===== config.mk =====
export PLATFORM = sky130hd
export DESIGN_NAME = mem_wb_stage
export DESIGN_NICKNAME = d
export VERILOG_FILES = /design/src/rtl/mem_wb_pkg.sv /design/src/rtl/mem_wb_stage_lsu_align.sv /design/src/rtl/mem_wb_stage.sv
export SDC_FILE = /design/constraint.sdc
export NUM_CORES = 1
export LEC_CHECK = 0
export ABC_AREA = 1
export CORE_MARGIN = 5
export CORE_UTILIZATION = 37
export CTS_CLUSTER_DIAMETER = 80
export DETAILED_ROUTE_END_ITERATION = 10
export HOLD_SLACK_MARGIN = 0.1
export PLACE_DENSITY = 0.74
export SLEW_MARGIN = 20
export SYNTH_ARGS = -nofsm -noshare
export SYNTH_HDL_FRONTEND = slang
export SYNTH_HIERARCHICAL = 1
export SYNTH_SLANG_ARGS = --single-unit
export TNS_END_PERCENT = 20

===== constraint.sdc =====
create_clock -name clk -period 1.95 [get_ports clk]
set_clock_uncertainty 0.1 [all_clocks]
set_input_delay 0.585 -clock clk [delete_from_list [all_inputs] [get_ports clk]]
set_output_delay 0.585 -clock clk [all_outputs]
set_load 0.02 [all_outputs]

===== src/rtl/mem_wb_pkg.sv =====
// Shared types and encodings for the memory/writeback stage.
//   - writeback select codes, load/store funct3 codes
//   - FSM state enum and the WB pipeline register payload
package mem_wb_pkg;

    localparam int unsigned DATA_W = 32;
    localparam int unsigned BE_W   = DATA_W / 8;
    localparam int unsigned RD_W   = 5;

    // Writeback source select
    localparam logic [1:0] WB_MEM = 2'b00;
    localparam logic [1:0] WB_ALU = 2'b01;
    localparam logic [1:0] WB_PC4 = 2'b10;

    // Load/store width codes (funct3)
    localparam logic [2:0] F3_B  = 3'b000;
    localparam logic [2:0] F3_H  = 3'b001;
    localparam logic [2:0] F3_W  = 3'b010;
    localparam logic [2:0] F3_BU = 3'b100;
    localparam logic [2:0] F3_HU = 3'b101;

    typedef enum logic [1:0] {
        ST_IDLE = 2'd0,
        ST_REQ  = 2'd1,
        ST_RESP = 2'd2,
        ST_DONE = 2'd3
    } state_e;

    // WB pipeline register contents (register-file write port)
    typedef struct packed {
        logic              regwrite;
        logic [RD_W-1:0]   rd;
        logic [DATA_W-1:0] result;
    } wb_t;

endpackage


===== src/rtl/mem_wb_stage_lsu_align.sv =====
// lsu_align: combinational store lane/byte-enable generation and load
// extraction with sign/zero extension.
//   funct3      : access width code
//   addr_lo     : low two address bits (lane select)
//   is_store    : 1 = store, 0 = load (loads use all four byte enables)
//   store_data  : unaligned store data from the register file
//   load_word   : raw word returned by data memory
//   be_c        : byte enables
//   wdata_c     : lane-replicated store data
//   load_data_c : aligned, extended load result
module lsu_align
    import mem_wb_pkg::*;
(
    input  logic [2:0]        funct3,
    input  logic [1:0]        addr_lo,
    input  logic              is_store,
    input  logic [DATA_W-1:0] store_data,
    input  logic [DATA_W-1:0] load_word,
    output logic [BE_W-1:0]   be_c,
    output logic [DATA_W-1:0] wdata_c,
    output logic [DATA_W-1:0] load_data_c
);

    logic [7:0]  byte_sel;
    logic [15:0] half_sel;

    // Store side: replicate data across lanes so memory only needs the byte enables
    always_comb begin : store_lanes
        be_c    = '1;
        wdata_c = store_data;
        if (is_store) begin
            case (funct3)
                F3_B: begin
                    be_c    = BE_W'(4'b0001 << addr_lo);
                    wdata_c = {4{store_data[7:0]}};
                end
                F3_H: begin
                    be_c    = BE_W'(4'b0011 << {addr_lo[1], 1'b0});
                    wdata_c = {2{store_data[15:0]}};
                end
                F3_W:    ;
                default: ;
            endcase
        end
    end

    // Load side: pick the addressed lane, then extend
    always_comb begin : load_extract
        byte_sel    = load_word[7:0];
        half_sel    = addr_lo[1] ? load_word[31:16] : load_word[15:0];
        load_data_c = load_word;
        case (addr_lo)
            2'd0:    byte_sel = load_word[7:0];
            2'd1:    byte_sel = load_word[15:8];
            2'd2:    byte_sel = load_word[23:16];
            default: byte_sel = load_word[31:24];
        endcase
        case (funct3)
            F3_B:    load_data_c = {{24{byte_sel[7]}}, byte_sel};
            F3_BU:   load_data_c = {24'd0, byte_sel};
            F3_H:    load_data_c = {{16{half_sel[15]}}, half_sel};
            F3_HU:   load_data_c = {16'd0, half_sel};
            default: load_data_c = load_word;
        endcase
    end

endmodule


===== src/rtl/mem_wb_stage.sv =====
// mem_wb_stage: memory-access and writeback stage. Runs loads/stores over a
// ready/valid data-memory handshake, stalls upstream while an access is in
// flight, and registers the selected writeback result.
//   inputs  : M-stage instruction fields (validM, regwriteM, memrwM, wbselM,
//             funct3M, rdM, alu_resultM, rd2M, pc4M), dmem_ready/rvalid/rdata
//   outputs : stallM, dmem_req/we/addr/be/wdata, regwriteW/rdW/resultW
module mem_wb_stage
    import mem_wb_pkg::*;
#(
    parameter int unsigned XLEN = 32
) (
    input  logic              clk,
    input  logic              rst,
    input  logic              validM,
    input  logic              regwriteM,
    input  logic              memrwM,
    input  logic [1:0]        wbselM,
    input  logic [2:0]        funct3M,
    input  logic [4:0]        rdM,
    input  logic [XLEN-1:0]   alu_resultM,
    input  logic [XLEN-1:0]   rd2M,
    input  logic [XLEN-1:0]   pc4M,
    output logic              stallM,
    output logic              dmem_req,
    output logic              dmem_we,
    output logic [XLEN-1:0]   dmem_addr,
    output logic [3:0]        dmem_be,
    output logic [XLEN-1:0]   dmem_wdata,
    input  logic              dmem_ready,
    input  logic              dmem_rvalid,
    input  logic [XLEN-1:0]   dmem_rdata,
    output logic              regwriteW,
    output logic [4:0]        rdW,
    output logic [XLEN-1:0]   resultW
);

    logic            is_load;
    logic            is_store;
    logic            is_memop;
    state_e          state_q, state_d;
    logic            dmem_req_q, dmem_req_d;
    logic [XLEN-1:0] load_data_q, load_data_d;
    logic [XLEN-1:0] ext_data;
    logic [XLEN-1:0] wb_result;
    wb_t             wb_q, wb_d;

    assign is_load  = validM & regwriteM & (wbselM == WB_MEM) & ~memrwM;
    assign is_store = validM & memrwM;
    assign is_memop = is_load | is_store;

    lsu_align u_lsu_align (
        .funct3      (funct3M),
        .addr_lo     (alu_resultM[1:0]),
        .is_store    (is_store),
        .store_data  (rd2M),
        .load_word   (dmem_rdata),
        .be_c        (dmem_be),
        .wdata_c     (dmem_wdata),
        .load_data_c (ext_data)
    );

    // Access FSM; rvalid is only honoured in RESP so early responses are dropped
    always_comb begin : fsm_next
        state_d     = state_q;
        load_data_d = load_data_q;
        case (state_q)
            ST_IDLE: if (is_memop) state_d = ST_REQ;
            ST_REQ:  if (dmem_ready) state_d = is_store ? ST_DONE : ST_RESP;
            ST_RESP: begin
                if (dmem_rvalid) begin
                    load_data_d = ext_data;
                    state_d     = ST_DONE;
                end
            end
            ST_DONE: state_d = ST_IDLE;
            default: state_d = ST_IDLE;
        endcase
        dmem_req_d = (state_d == ST_REQ);
    end

    // Writeback mux and WB register next value; a stall inserts a bubble
    always_comb begin : wb_next
        wb_result = alu_resultM;
        case (wbselM)
            WB_MEM:  wb_result = load_data_q;
            WB_PC4:  wb_result = pc4M;
            WB_ALU:  wb_result = alu_resultM;
            default: wb_result = alu_resultM;
        endcase
        wb_d          = wb_q;
        wb_d.regwrite = 1'b0;
        if (!stallM) begin
            wb_d.regwrite = validM & regwriteM & (rdM != 5'd0);
            wb_d.rd       = rdM;
            wb_d.result   = wb_result;
        end
    end

    always_ff @(posedge clk) begin : seq
        if (rst) begin
            state_q     <= ST_IDLE;
            dmem_req_q  <= 1'b0;
            load_data_q <= '0;
            wb_q        <= '0;
        end else begin
            state_q     <= state_d;
            dmem_req_q  <= dmem_req_d;
            load_data_q <= load_data_d;
            wb_q        <= wb_d;
        end
    end

    // Stall drops in DONE so the finished instruction retires that cycle
    assign stallM     = is_memop & (state_q != ST_DONE);
    assign dmem_req   = dmem_req_q;
    assign dmem_we    = is_store;
    assign dmem_addr  = {alu_resultM[XLEN-1:2], 2'b00};
    assign regwriteW  = wb_q.regwrite;
    assign rdW        = wb_q.rd;
    assign resultW    = wb_q.result;

endmodule


==> reports/results.ini, run 1 <==
[sta]
rsz0062_at_grt=yes
setup_viol=28
fin_ws_ps=-271
maxSlewViolCount=0
finalHoldViolations=0
max_clock_freq_ghz=0.450
period_needed_ps=2220
period_share=1.14
fin_tns_setup_ps=-6650

[floorplan]
initial_core_util=0.376
die_h_um=128
core_um2=13800
dieArea_um2=16500
fp-row-count=43
ioPinCount=254
die_w_um=128

[final_layout]
diodes=0
area_growth_pct=72.0
fin_area_um2=8900
num-nets-final=1284
final_common_cell=nand2_1
n_fill_cell=1242
layout_common_cells=237 x nand2_1, 126 x nand3_1, 117 x clkdlybuf4s50_1
layout-drive-gt1-share=0.268

[min_path]
hold_path.class=reg -> reg
min_to=load_data_q[16]$_SDFFE_PP0P_
hp-start=load_data_q[16]$_SDFFE_PP0P_
worstHoldPathCells=2

[clock_network]
htreeDepth=3
clock_sinks=73
clockRootBuffer=clkbuf_16
hold_buffers=0
insertion_delay_ps=330
cts_made_buffers=9
tritoncts=done
clk_pin_slew_ps=60
clockBufferDepth=2

[drt]
first_iter_violations=453
vias=6627
first_pass_iters=8
post_drt_wl_per_cell_um=15.9
routed_wl_um=21100
vias_per_cell=5.01
ant_nets=0
post-route-drc-count=0

[grt]
track_usage=0.238
grt_max_degree=45
antenna_found_initial=0
grt_pass1_wl_um=31600
first_global_vias=6192
overflow=0

[critical_path]
slowest_stage=buf_12
cp_num_buf_inv=5
startpoint_type=input pin
crit_type=in -> out
r2r_start=state_q[1]$_SDFF_PP0_
crit_arrival_ps=1540
critPathTopFamily=buffers and inverters
endpoint_kind=primary output
cp.required_ps=1260
reg2reg_slack_ps=460
reg2regPathDepth=10
crit_path_max_fanout=10
slowest_delay_ps=170
cpMostUsedCell=buf_6
reg2reg_to=dmem_req$_SDFF_PP0_
path_cells=buf_6 -> inv_4 -> nand3_4 -> buf_12 -> clkbuf_16 -> nand2_1 -> nand2_2 -> buf_6

[power]
irDropWorstVdd_mv=0.393
power_density_nw_per_um2=550
total_power_w=0.00489
leakagePower_nw=4.28

[yosys]
netlist_area_um2=5170
ys_seq_area_frac=0.282
synthTopCellsByArea=dfxtp_1 28%, nand2_1 20%, nand3_1 14%
yosysUniqueCellTypes=31
synth_warnings=6
synth_top_cell_by_area=dfxtp_1
ys_ff_latch=73
netlist.area_leader.share=0.282
synthCells=852
syn_area_per_cell_um2=6.07

[placement]
globalplace.congestion=0.937
port_buffers=251
pre_cts_ws_ps=-1250
dp_hpwl_um=15200
placed_cell_area_um2=8160

[run]
max_cap_violations=0

[status]
failed_checks=setup timing
status=finished with violations

==> sequential cells by signal, indices dropped and copies added (netlist names) <==
name	cells
regwriteW	1
load_data_q	32
state_q	2
resultW	32
dmem_req	1
rdW	5
==> worst max-delay path by stage <==
stage	startpoint	end	slack, ps	cells past startpoint
after detailed placement	validM	dmem_wdata[9]	-1250	8
after global routing	funct3M[1]	dmem_be[2]	-320	9
after floorplan	funct3M[1]	dmem_wdata[10]	-70	7
final	funct3M[2]	dmem_wdata[19]	-270	8
after CTS	validM	dmem_be[1]	-280	8
after global placement	validM	dmem_wdata[9]	-1240	8
==> where the power goes <==
| part | internal, W | total, W | switching [W] |
|---|---|---|---|
| logic | 0.000806 | 0.00167 | 0.000863 |
| registers | 0.00158 | 0.00161 | 0.0000334 |
| clock network | 0.000983 | 0.00161 | 0.000629 |
==> Yosys cell counts <==
library cell and n:
o21a_1 1, nand3b_1 33, or2_2 3, o22ai_1 1
nor2_4 2, buf_2 18, nand2_1 279, clkinv_1 1
nand3_4 1, nand2_4 4, nand3_2 1, nor3_1 1
clkbuf_1 19, inv_1 23, o21ai_0 13, inv_6 1
and2_1 1, or2_4 1, inv_2 5, nor2_8 1
inv_4 1, buf_6 10, conb_1 1, o211ai_1 6
a21oi_1 42, dfxtp_1 73, buf_4 47, nand2_2 2
nand3_1 143, nor2_2 2, nor2_1 116
==> metrics by stage <==
step / util / hold WS (ps) / instances
after CTS: 0.632 / 359 / 1317
after global placement: 0.592 / 341 / 1281
after global routing: 0.646 / 373 / 1324
after detailed placement: 0.592 / 350 / 1281
after floorplan: - / 330 / 853
final: 0.646 / 358 / 1324
==> what timing repair did <==
action                                  CTS  global route
cloned                                    0             2
endpoints found under the setup margin  173            69
buffers inserted                         20             5
resized for setup                       480            42
pin swaps                                35            15
==> area by class of cell <==
type / count / area, µm² / area share
Tap cell: 180 / 225 / 0.0253
Multi-Input combinational cell: 655 / 3330 / 0.374
Timing Repair Buffer: 369 / 3440 / 0.387
Clock inverter: 6 / 58.8 / 0.00661
Sequential cell: 73 / 1460 / 0.164
Clock buffer: 10 / 229 / 0.0257
Inverter: 31 / 151 / 0.0170
==> metal layers <==
layer | track usage | vias to the layer above | share of wire
met4 | 0.0637 | 0 | 0.020
met5 | 0 | - | 0
li1 | - | 3282 | -
met3 | 0.0529 | 32 | 0.093
met2 | 0.398 | 300 | 0.48
met1 | 0.308 | 3013 | 0.40
==> kinds of logic (layout without fill, tap and decap cells) <==
kind of cell	count (synthesis)	after routing	synth area share
DFF	73	73	0.282
and+or+nand+nor	590	590	0.507
other	1	2	0.000725
AOI/OAI and AO/OA	63	63	0.0646
buffers and inverters	125	416	0.145
==> tightest hold or removal path, cell delays in order, from the launching register on <==
cell and delay [ps]:
dfxtp_1 310, nand2_1 60, a21oi_1 50
No activity file was read; power rests on OpenSTA's default activity.
==> inputs of run 2 (changes only) <==
Settings changed: CORE_ASPECT_RATIO from default to 1.5, CORE_UTILIZATION 37 to 41, PLACE_DENSITY 0.74 to 0.78.
Clock period 1.95 ns to 2.55 ns, I/O delays scaled along.
==> reports/results.ini, run 2 (synthesized netlist as in run 1, its figures left out) <==
[sta]
max_clock_freq_ghz=0.388
fin_ws_ps=-25.3  ; +245 ps
finalHoldViolations=0  ; unchanged
maxSlewViolCount=0  ; unchanged
rsz0062_at_grt=yes
period_share=1.01
setup_viol=2  ; -93%
period_needed_ps=2580

[critical_path]
critPathTopFamily=buffers and inverters
cp.required_ps=1690  ; +430 ps
endpoint_kind=primary output
reg2reg_to=dmem_req$_SDFF_PP0_
crit_cells=8  ; unchanged
crit_path_max_fanout=6  ; -4
reg2reg_slack_ps=1120  ; +660 ps
cp_num_buf_inv=6  ; +1
cpMostUsedCell=buf_6
slowest_stage=buf_4
crit_start=funct3M[1]
reg2regPathDepth=9  ; -1
crit_type=in -> out
r2r_start=state_q[1]$_SDFF_PP0_
startpoint_type=input pin
path_cells=buf_8 -> inv_6 -> buf_6 -> nand3_4 -> inv_4 -> buf_6 -> o211ai_1 -> buf_4
slowest_delay_ps=190  ; +20 ps
crit_arrival_ps=1710  ; +170 ps

[floorplan]
die_w_um=102  ; -21%
core_um2=12400  ; -9.6%
fp-row-count=50  ; +16%
die_h_um=148  ; +15%
dieArea_um2=15000  ; -8.7%
initial_core_util=0.416  ; +0.0400
ioPinCount=254  ; unchanged

[clock_network]
clockRootBuffer=clkbuf_16
clock_sinks=73  ; unchanged
clk_pin_slew_ps=50  ; about the same
hold_buffers=0  ; unchanged
cts_made_buffers=9  ; unchanged
insertion_delay_ps=330  ; about the same
htreeDepth=3  ; unchanged
tritoncts=done
clockBufferDepth=2  ; unchanged

[drt]
vias=6502  ; -1.9%
post_drt_wl_per_cell_um=15.9  ; -0.23%
routed_wl_um=20200  ; -4.5%
first_pass_iters=5  ; -3
post-route-drc-count=0  ; unchanged
ant_nets=0  ; unchanged
first_iter_violations=310  ; -32%
vias_per_cell=5.13  ; +2.4%

[final_layout]
layout_common_cells=270 x nand2_1, 169 x clkdlybuf4s50_1, 134 x nand3_1
fin_area_um2=8330  ; -6.4%
area_growth_pct=61.0
layout-drive-gt1-share=0.170  ; -0.0984
final_cells=1268  ; -4.2%
fin_util=0.669  ; +0.0232
diodes=0  ; unchanged
num-nets-final=1252  ; -2.5%
final_common_cell=nand2_1

[power]
leakagePower_nw=3.87  ; -9.6%
irDropWorstVdd_mv=0.298  ; -24%
power_density_nw_per_um2=478  ; -13%

[min_path]
min_to=load_data_q[3]$_SDFFE_PP0P_
worstHoldPathCells=2  ; unchanged
hold_path.class=reg -> reg
hp-start=load_data_q[3]$_SDFFE_PP0P_

[placement]
globalplace.congestion=0.957  ; +2.1%
pre_cts_ws_ps=-998  ; +248 ps
placed_cell_area_um2=7850  ; -3.8%
port_buffers=251  ; unchanged
dp_hpwl_um=15600  ; +2.2%
placedCellCount=1244  ; -2.9%

[status]
failed_checks=setup timing
status=finished with violations

[grt]
first_global_vias=6326  ; +2.2%
grt_pass1_wl_um=31400  ; -0.85%
track_usage=0.262  ; +0.0244
antenna_found_initial=0  ; unchanged
overflow=0  ; unchanged
grt_max_degree=35  ; -22%

[run]
max_cap_violations=0  ; unchanged

-- run 2: changes by cell type in the layout (fill, tap and decap cells not counted), sizes merged --
cell / before / now
bufinv: 1 / 4
clkdlybuf4s15: 7 / 2
clkbuf: 13 / 11
dlygate4sd2: 49 / 39
clkdlybuf4s50: 117 / 169
buf: 186 / 120
inv: 29 / 30
dlymetal6s2s: 7 / 5
clkinv: 7 / 4
-- run 2: layer usage --
| layer | routed length [µm] | global-route usage | vias up |
|---|---|---|---|
| li1 | - | - | 3217 |
| met1 | 7200 | 0.276 | 2954 |
| met2 | 10600 | 0.482 | 293 |
| met3 | 1690 | 0.0670 | 38 |
| met4 | 673 | 0.112 | 0 |
| met5 | 0 | 0 | - |
-- run 2: worst register-to-register path: stages, from the launching register on --
cell and delay, ps:
dfxtp_1 370, inv_1 80, nor2_2 110, nand2_1 80, buf_4 210, nand2_1 80, inv_1 30, nand2_1 50
nand2_1 60, nor2_1 170
-- run 2: per-stage QoR --
| step | power, W | hold slack [ps] | TNS, ps |
|---|---|---|---|
| global route | 0.00416 | 374 | -586 |
| CTS | 0.00400 | 361 | -211 |
| finish | 0.00398 | 359 | -27.0 |
| floorplan | 0.00187 | 330 | 0 |
| detailed placement | 0.00246 | 353 | -41870 |
| global placement | 0.00245 | 349 | -41230 |
-- run 2: repair_timing --
item | 4_1_cts | 5_1_grt
setup endpoints to repair | 68 | 29
setup buffers | 6 | 2
pin swaps | 15 | 13
gates resized for setup | 244 | 24
-- run 2: how the worst max path moves through the flow --
stage / to
5_1_grt: dmem_be[1]
3_5_place_dp: dmem_wdata[10]
2_1_floorplan: dmem_wdata[29]
4_1_cts: stallM
6_report: dmem_be[1]
3_3_place_gp: dmem_wdata[27]
-- run 2: cell type report --
class	count	area (µm²)
fill	1089	4120
timing repair buffer	337	3080
multi-input combinational	655	3080
sequential	73	1460
clock buffer	9	225
tap	156	195
clock inverter	7	143
inverter	31	141
-- run 2: report_power, final --
group	switching (W)	internal (W)
clock network	0.000489	0.00106
logic	0.000618	0.000584
registers	0.0000296	0.00121
total	0.00114	0.00285
==> inputs of run 3 (changes only) <==
Settings changed: CORE_UTILIZATION 41 to 42, CTS_BUF_LIST from default to sky130_fd_sc_hd__clkbuf_8, PLACE_DENSITY 0.78 to 0.8.
==> reports/results.ini, run 3 (synthesized netlist as in run 1, its figures left out) <==
[critical_path]
crit_type=in -> out
reg2reg_to=load_data_q[27]$_SDFFE_PP0P_
reg2reg_slack_ps=1070  ; -50 ps
crit_start=funct3M[1]
reg2regPathDepth=6  ; -3
cp.required_ps=1690  ; about the same
endpoint_kind=primary output
crit_arrival_ps=1740  ; +30 ps
startpoint_type=input pin
crit_path_max_fanout=3  ; -3
r2r_start=state_q[1]$_SDFF_PP0_

[final_layout]
num-nets-final=1261  ; +0.72%
area_growth_pct=63.3
final_cells=1273  ; +0.39%
layout-drive-gt1-share=0.193  ; +0.0229
fin_util=0.703  ; +0.0340
n_fill_cell=1055  ; -3.1%
final_common_cell=nand2_1
multi_input_area_um2=3190  ; +3.6%
seqCellArea_um2=1460  ; unchanged
diodes=0  ; unchanged
layout_common_cells=254 x nand2_1, 171 x clkdlybuf4s50_1, 129 x nand3_1

[grt]
first_global_vias=6512  ; +2.9%
overflow=0  ; unchanged
track_usage=0.267  ; +0.00490
grt_pass1_wl_um=31600  ; +0.90%
antenna_found_initial=0  ; unchanged
grt_max_degree=35  ; unchanged

[sta]
hold-worst-slack_ps=360  ; +1.30 ps
max_clock_freq_ghz=0.383  ; -1.3%
period_share=1.02  ; +0.0129
setup_viol=25  ; +23
finalHoldViolations=0  ; unchanged
maxSlewViolCount=0  ; unchanged
rsz0062_at_grt=yes
period_needed_ps=2610  ; +32.9 ps
fin_ws_ps=-58.2  ; -32.9 ps

[power]
power_frac_comb=0.386  ; +0.084
pwr-share-clk=0.234  ; -0.154
leakagePower_nw=3.89  ; +0.60%
internal_power_w=0.00218  ; -23%
p_sw_w=0.00106  ; -6.5%
power_density_nw_per_um2=384  ; -20%
irDropWorstVdd_mv=0.197  ; -34%
seqPwrFrac=0.380  ; +0.070
swShare=0.328  ; +0.0423
total_power_w=0.00324  ; -19%

[floorplan]
ioPinCount=254  ; unchanged
dieArea_um2=14700  ; -2.2%
die_h_um=146  ; -1.1%
fp-row-count=49  ; -2.0%
die_w_um=101  ; -1.1%
core_um2=12000  ; -3.5%
initial_core_util=0.431  ; +0.0150

[placement]
placedCellCount=1245  ; +0.080%
pre_cts_ws_ps=-985  ; +12.7 ps
port_buffers=251  ; unchanged
globalplace.congestion=0.969  ; +1.2%
dp_hpwl_um=15600  ; about the same

[clock_network]
insertion_delay_ps=350  ; +20 ps
cts_made_buffers=9  ; unchanged
htreeDepth=3  ; unchanged
clock_sinks=73  ; unchanged
clockBufferDepth=2  ; unchanged
tritoncts=done
clk_pin_slew_ps=70  ; +20 ps
clockRootBuffer=clkbuf_8

[min_path]
hp-start=load_data_q[14]$_SDFFE_PP0P_
worstHoldPathCells=2  ; unchanged
hold_path.class=reg -> reg
min_to=load_data_q[14]$_SDFFE_PP0P_

[drt]
routed_wl_um=20400  ; +1.1%
ant_nets=0  ; unchanged
post_drt_wl_per_cell_um=16.0  ; +0.67%
post-route-drc-count=0  ; unchanged
first_iter_violations=279  ; -10%
vias_per_cell=5.07  ; -1.1%
vias=6455  ; -0.72%
first_pass_iters=5  ; unchanged

[status]
status=finished with violations
failed_checks=setup timing

[run]
max_cap_violations=0  ; unchanged

==> run 3: cell types whose count changed in the layout (fill, tap and decap cells not counted), moves of 6 or more <==
cell       previous run  this run
buf_6                18        31
clkbuf_16             9         0
nand3_2               8        14
nand2_2              10        25
buf_2                11         3
nor2_4                3        10
clkbuf_8              0        10
nand2_1             270       254
==> run 3: final cells by class <==
| class | count | share of cell area |
|---|---|---|
| Clock buffer | 10 | 0.0163 |
| Tap cell | 153 | 0.0227 |
| Sequential cell | 73 | 0.173 |
| Multi-Input combinational cell | 655 | 0.378 |
| Inverter | 31 | 0.0173 |
| Timing Repair Buffer | 346 | 0.391 |
| Clock inverter | 5 | 0.00222 |
==> run 3: worst max path at each step <==
stage / slack (ps) / cells past startpoint / to
2_1_floorplan: 10 / 8 / dmem_wdata[29]
3_3_place_gp: -980 / 8 / dmem_wdata[11]
3_5_place_dp: -980 / 8 / dmem_wdata[11]
4_1_cts: -210 / 7 / dmem_be[0]
5_1_grt: -110 / 11 / dmem_wdata[15]
6_report: -60 / 11 / dmem_wdata[31]
==> run 3: metrics by stage <==
step	TNS, ps	instance area (µm²)
floorplan	0	5190
global placement	-40420	7930
detailed placement	-42530	7930
CTS	-1260	8240
global route	-1950	8450
finish	-669	8450
==> run 3: timing repair <==
item | CTS | global route
cloned | 1 | 0
endpoints found under the hold margin | 0 | 0
pin swaps | 17 | 21
endpoints found under the setup margin | 68 | 47
hold buffers | 0 | 0
setup buffers | 8 | 4
resized for setup | 267 | 58
==> run 3: routing by layer <==
layer | vias to the layer above | wire length (µm) | GRT usage
met5 | - | 0 | 0
met4 | 0 | 1030 | 0.150
met3 | 70 | 1810 | 0.0710
met2 | 306 | 10400 | 0.475
met1 | 2849 | 7190 | 0.276
li1 | 3230 | - | -
==> run 3: critical path, cell delays in order <==
cell and delay (ps):
buf_8 100, inv_6 50, nand2_4 60, buf_6 120, nor2_4 130, buf_6 120
nand2_2 40, nand2_1 80, nand2_2 70, nand2_2 70, buf_6 110
==> run 3: power by group through the flow <==
stage	combinational [W]	clock, W	sequential (W)
after floorplan	0.000552	0	0.00132
after global placement	0.00121	0	0.00126
after detailed placement	0.00121	0	0.00126
after CTS	0.00122	0.000775	0.00123
after global routing	0.00135	0.000836	0.00124
final	0.00125	0.000759	0.00123
